`config.mk`:
```
export PLATFORM = sky130hd
export DESIGN_NAME = fusion_stream_ctrl
export DESIGN_NICKNAME = d
export VERILOG_FILES = /design/src/rtl/fusion_pkg.sv /design/src/rtl/fusion_vld_pipe.sv /design/src/rtl/fusion_stream_ctrl.sv
export SDC_FILE = /design/constraint.sdc
export NUM_CORES = 1
export LEC_CHECK = 0
export CELL_PAD_IN_SITES_DETAIL_PLACEMENT = 1
export CELL_PAD_IN_SITES_GLOBAL_PLACEMENT = 1
export CORE_ASPECT_RATIO = 0.8
export CORE_UTILIZATION = 47
export CTS_CLUSTER_DIAMETER = 200
export DETAILED_ROUTE_END_ITERATION = 10
export DONT_BUFFER_PORTS = 1
export PLACE_DENSITY_LB_ADDON = 0.1
export SLEW_MARGIN = 20
export SYNTH_ARGS = -nofsm -noshare
export SYNTH_HDL_FRONTEND = slang
export SYNTH_SLANG_ARGS = --single-unit
```
`constraint.sdc`:
```
create_clock -name clk -period 2.55 [get_ports clk]
set_clock_uncertainty 0.05 [all_clocks]
set_input_delay 0.6375 -clock clk [delete_from_list [all_inputs] [get_ports clk]]
set_output_delay 0.6375 -clock clk [all_outputs]
set_load 0.005 [all_outputs]
```
`src/rtl/fusion_pkg.sv`:
```
// fusion_pkg: shared FUSION geometry, pipeline latency and the
// frame-sequencer state type.
package fusion_pkg;

    localparam int PIXELS_PER_BEAT = 16;
    localparam int INPUT_WIDTH     = 8;
    localparam int IMAGE_DIM       = 512;
    localparam int BEATS_PER_FRAME =
        IMAGE_DIM * IMAGE_DIM / PIXELS_PER_BEAT;

    // Must track the FUSION/HSSIM stage count:
    // 10 frame-delay stages + 3 fuse stages.
    localparam int FUSION_PIPE_LATENCY = 13;

    typedef enum logic [1:0] {
        IDLE,
        RUN,
        DRAIN,
        DONE
    } fusion_state_e;

endpackage

```
`src/rtl/fusion_vld_pipe.sv`:
```
// fusion_vld_pipe: valid-token shift register with hold enable.
// Ports: clk, aresetn (sync, low), hold, din, vld[DEPTH-1:0].
module fusion_vld_pipe #(
    parameter int DEPTH = 13
) (
    input  logic             clk,
    input  logic             aresetn,
    input  logic             hold,
    input  logic             din,
    output logic [DEPTH-1:0] vld
);

    always_ff @(posedge clk) begin
        if (!aresetn) begin
            vld <= '0;
        end else if (!hold) begin
            vld[0] <= din;
            for (int i = 1; i < DEPTH; i++) begin
                vld[i] <= vld[i-1];
            end
        end
    end

endmodule

```
`src/rtl/fusion_stream_ctrl.sv`:
```
// fusion_stream_ctrl: FUSION frame sequencer and global stall.
// Ports: clk, aresetn, start/busy/done, s_valid/s_ready/s_last,
// m_valid/m_ready/m_last, stall, last_err, frame_cnt.
module fusion_stream_ctrl #(
    parameter int PIXELS_PER_BEAT = fusion_pkg::PIXELS_PER_BEAT,
    parameter int IMAGE_DIM       = fusion_pkg::IMAGE_DIM,
    parameter int PIPE_LATENCY    = fusion_pkg::FUSION_PIPE_LATENCY
) (
    input  logic        clk,
    input  logic        aresetn,
    input  logic        start,
    output logic        busy,
    output logic        done,
    input  logic        s_valid,
    output logic        s_ready,
    input  logic        s_last,
    output logic        m_valid,
    input  logic        m_ready,
    output logic        m_last,
    output logic        stall,
    output logic        last_err,
    output logic [15:0] frame_cnt
);

    import fusion_pkg::*;

    localparam int BEATS_PER_FRAME =
        IMAGE_DIM * IMAGE_DIM / PIXELS_PER_BEAT;
    localparam int CNT_W =
        (BEATS_PER_FRAME > 1) ? $clog2(BEATS_PER_FRAME) : 1;
    localparam logic [CNT_W-1:0] LAST_BEAT =
        CNT_W'(BEATS_PER_FRAME - 1);

    fusion_state_e           state;
    fusion_state_e           state_nx;
    logic [CNT_W-1:0]        in_cnt;
    logic [CNT_W-1:0]        out_cnt;
    logic [PIPE_LATENCY-1:0] vld;
    logic                    acc;
    logic                    hs;
    logic                    in_last;
    logic                    out_last;

    // Only a blocked output freezes the datapath, so bubbles
    // keep moving and no skid buffer is needed.
    assign m_valid  = vld[PIPE_LATENCY-1];
    assign stall    = m_valid & ~m_ready;
    assign s_ready  = (state == RUN) & ~stall;
    assign acc      = s_valid & s_ready;
    assign hs       = m_valid & m_ready;
    assign in_last  = (in_cnt == LAST_BEAT);
    assign out_last = (out_cnt == LAST_BEAT);
    assign m_last   = m_valid & out_last;
    assign busy     = (state == RUN) || (state == DRAIN);
    assign done     = (state == DONE);

    fusion_vld_pipe #(
        .DEPTH (PIPE_LATENCY)
    ) u_vld_pipe (
        .clk     (clk),
        .aresetn (aresetn),
        .hold    (stall),
        .din     (acc),
        .vld     (vld)
    );

    always_comb begin
        state_nx = state;
        unique case (state)
            IDLE:    if (start) state_nx = RUN;
            RUN:     if (acc && in_last) state_nx = DRAIN;
            DRAIN:   if (hs && m_last) state_nx = DONE;
            DONE:    state_nx = IDLE;
            default: state_nx = IDLE;
        endcase
    end

    always_ff @(posedge clk) begin
        if (!aresetn) begin
            state     <= IDLE;
            in_cnt    <= '0;
            out_cnt   <= '0;
            last_err  <= 1'b0;
            frame_cnt <= '0;
        end else begin
            state <= state_nx;
            if (state == IDLE && start) begin
                in_cnt   <= '0;
                out_cnt  <= '0;
                last_err <= 1'b0;
            end else begin
                if (acc) begin
                    in_cnt <= in_last ? '0 : in_cnt + 1'b1;
                end
                if (hs) begin
                    out_cnt <= out_last ? '0 : out_cnt + 1'b1;
                end
                // TLAST early, or missing on the final beat.
                if (acc && (s_last != in_last)) begin
                    last_err <= 1'b1;
                end
            end
            if (state == DONE) begin
                frame_cnt <= frame_cnt + 16'd1;
            end
        end
    end

endmodule

```
==> out/qor.yml, run 1 <==
worst_hold_path:
  hold_path.class: "input pin to register"
  holdPathStages: 1
route:
  wl_per_cell_um: 13.55
  dr_total_vias: 2047
  dr.pass1.iters: 4
  remaining_drc_errors: 0
  detail-route-antenna-nets: 0
  drtIter0Drc: 44
  drt-total-wl_mm: 5.393
  via_per_inst: 5.143
place:
  portBuffers: 0
  place.detailed.hpwl_mm: 3.831
  place_congestion: 0.7213
  pre_cts_ws_ns: 0.4611
floorplanning:
  start_util: 0.4928
  coreArea_mm2: 0.005525
  die_h_um: 70.08
  io_pins: 29
  die_w_um: 87.10
  row_count: 24
  dieArea_mm2: 0.006103
yosys:
  synth_area_mm2: 0.002723
  syn_inst: 310
  synth_cell_types: 36
  synth-edff-count: 0
  syn_nets: 324
  synth-seq-cells: 60
  synthFlopType: "dfxtp_1"
  ys_warn_count: 0
  syn_area_per_cell_um2: 8.783
  yosysSeqAreaShare: 0.4412
  synthArstFlopShare: 0
global_routing:
  grt_first_pass_wirelength_mm: 9.183
  track_usage: 0.1970
  grt_overflow: 0
  antenna_found_initial: 0
  grt_pass1_vias: 1963
  grt_max_degree: 35
timing:
  drv_slew: 0
  fin_tns_setup_ns: 0
  worst_slack_ns: 0.3484
  hold_violations: 0
  timing.hold.ws_ns: 0.3689
  fmax_mhz: 454.2
  fin_crit_sh: 0.8634
  rsz0062_at_grt: "no"
  worstMarginPinSlew_ns: 0.5955
  min_period_ns: 2.202
  relSlewSlack: 0.5999
  setup_viol: 0
power_and_ir_drop:
  power_leakage_nw: 1.078
  p_per_area_mw_per_mm2: 693.8
  power_w: 0.002086
  peakVddDrop_mv: 0.3751
clock_tree:
  clock_path_buffers: 2
  cts_made_buffers: 9
  cts_setup_buffers: 0
  clock-root-buffer: "clkbuf_8"
  clk_latency_ns: 0.34
  htree_levels: 3
  clk_pin_slew_ns: 0.07
  cts-resized-gates: 0
  cts_hold_buf: 0
  clock_sinks: 60
  cts_tree: "yes"
status:
  status: "completed"
worst_setup_path:
  cp_max_fo: 6
  r2r_cells: 6
  start_kind: "register"
  cp_data_required_time_ns: 1.86
  worstPathArrival_ns: 1.51
  worstSetupEndpointType: "output port"
  crit_type: "register to output port"
finish:
  final_common_cell: "dfxtp_1"
  diodes: 0
  area_growth_pct: 10.43
  fillers: 679
  layout_common_cells: "dfxtp_1 (60), nand2_1 (50), nor2_1 (32), a21boi_0 (18), xnor2_1 (18)"
  fin_nets: 329
  layout-drive-gt1-share: 0.07813
  final_core_util: 0.5442
flow_run:
  drv_cap: 0
-- registers in the layout, indices dropped and copies added (netlist names) --
signal / cells
frame_cnt: 16
in_cnt: 14
out_cnt: 14
u_vld_pipe.vld: 13
state: 2
last_err: 1
-- final cells by class --
class	instances	area [um^2]	area share
clock inverters	4	47.55	0.01581
flip-flops and latches	60	1201	0.3995
multi-input cells	232	1449	0.4819
repair buffers	3	22.52	0.007491
well taps	78	97.59	0.03246
inverters	9	33.78	0.01124
clock buffers	12	155.1	0.05160
-- layer usage --
metal / routed length, um / vias up / global-route usage / part of all wire
li1: - / 1056 / - / -
met1: 2780 / 951 / 0.2556 / 0.52
met2: 2286 / 31 / 0.2878 / 0.42
met3: 261 / 9 / 0.09220 / 0.048
met4: 64 / 0 / 0.06557 / 0.012
met5: 0 / - / 0 / 0
-- power breakdown --
group / internal [W] / switching [W] / total, W
clock: 0.000501 / 0.000359 / 0.000860
combinational: 0.0000943 / 0.000142 / 0.000236
sequential: 0.000963 / 0.0000268 / 0.000990
total: 0.00156 / 0.000528 / 0.00209
-- synthesized netlist by cell type, types with 3 or more instances --
cell,n,share of area
a21boi_0,18,0.050
a21oi_1,7,0.013
and2_1,11,0.025
and3_1,8,0.018
and4_1,3,0.0097
buf_2,3,0.0055
clkbuf_1,4,0.0055
dfxtp_1,60,0.44
ha_1,8,0.037
inv_1,9,0.012
nand2_1,50,0.069
nand3_1,9,0.017
nand4_1,13,0.030
nor2_1,32,0.044
nor2b_1,3,0.0069
nor3_1,5,0.0092
o21ai_0,7,0.013
or3_1,6,0.014
xnor2_1,18,0.058
xor2_1,16,0.051
-- per-stage QoR --
step,area (um^2),instances
after floorplan,2723,310
after global placement,2804,382
after detailed placement,2804,382
after CTS,3007,398
after global routing,3007,398
final,3007,398
-- critical path, stage by stage (launching register included) --
cell and delay, ns:
dfxtp_1 0.39, nand4_1 0.18, nor2_1 0.36, and3_1 0.24
-- worst paths after layout --
kind                      from  slack (ns)            endpoint
max                 out_cnt[4]        0.35              m_last
min                    aresetn        0.37  u_vld_pipe.vld[12]
max reg2reg           state[0]        0.52       frame_cnt[15]
min reg2reg  u_vld_pipe.vld[7]        0.41   u_vld_pipe.vld[8]
-- cells by family after synthesis --
family / synth area share
xor gates and xnor gates: 0.1094
AOI/OAI and AO/OA: 0.09375
muxes: 0.007353
buffers and inverters: 0.02665
DFF: 0.4412
adders and majority gates: 0.03677
and+or+nand+nor: 0.2849
Note: power is estimated with default switching activity, not from simulation.
==> run 2: changes to the inputs <==
GPL_ROUTABILITY_DRIVEN = 0   (was default)
==> results of run 2 <==
Same layout as run 1: the final DEF is identical, and so are final timing and power.
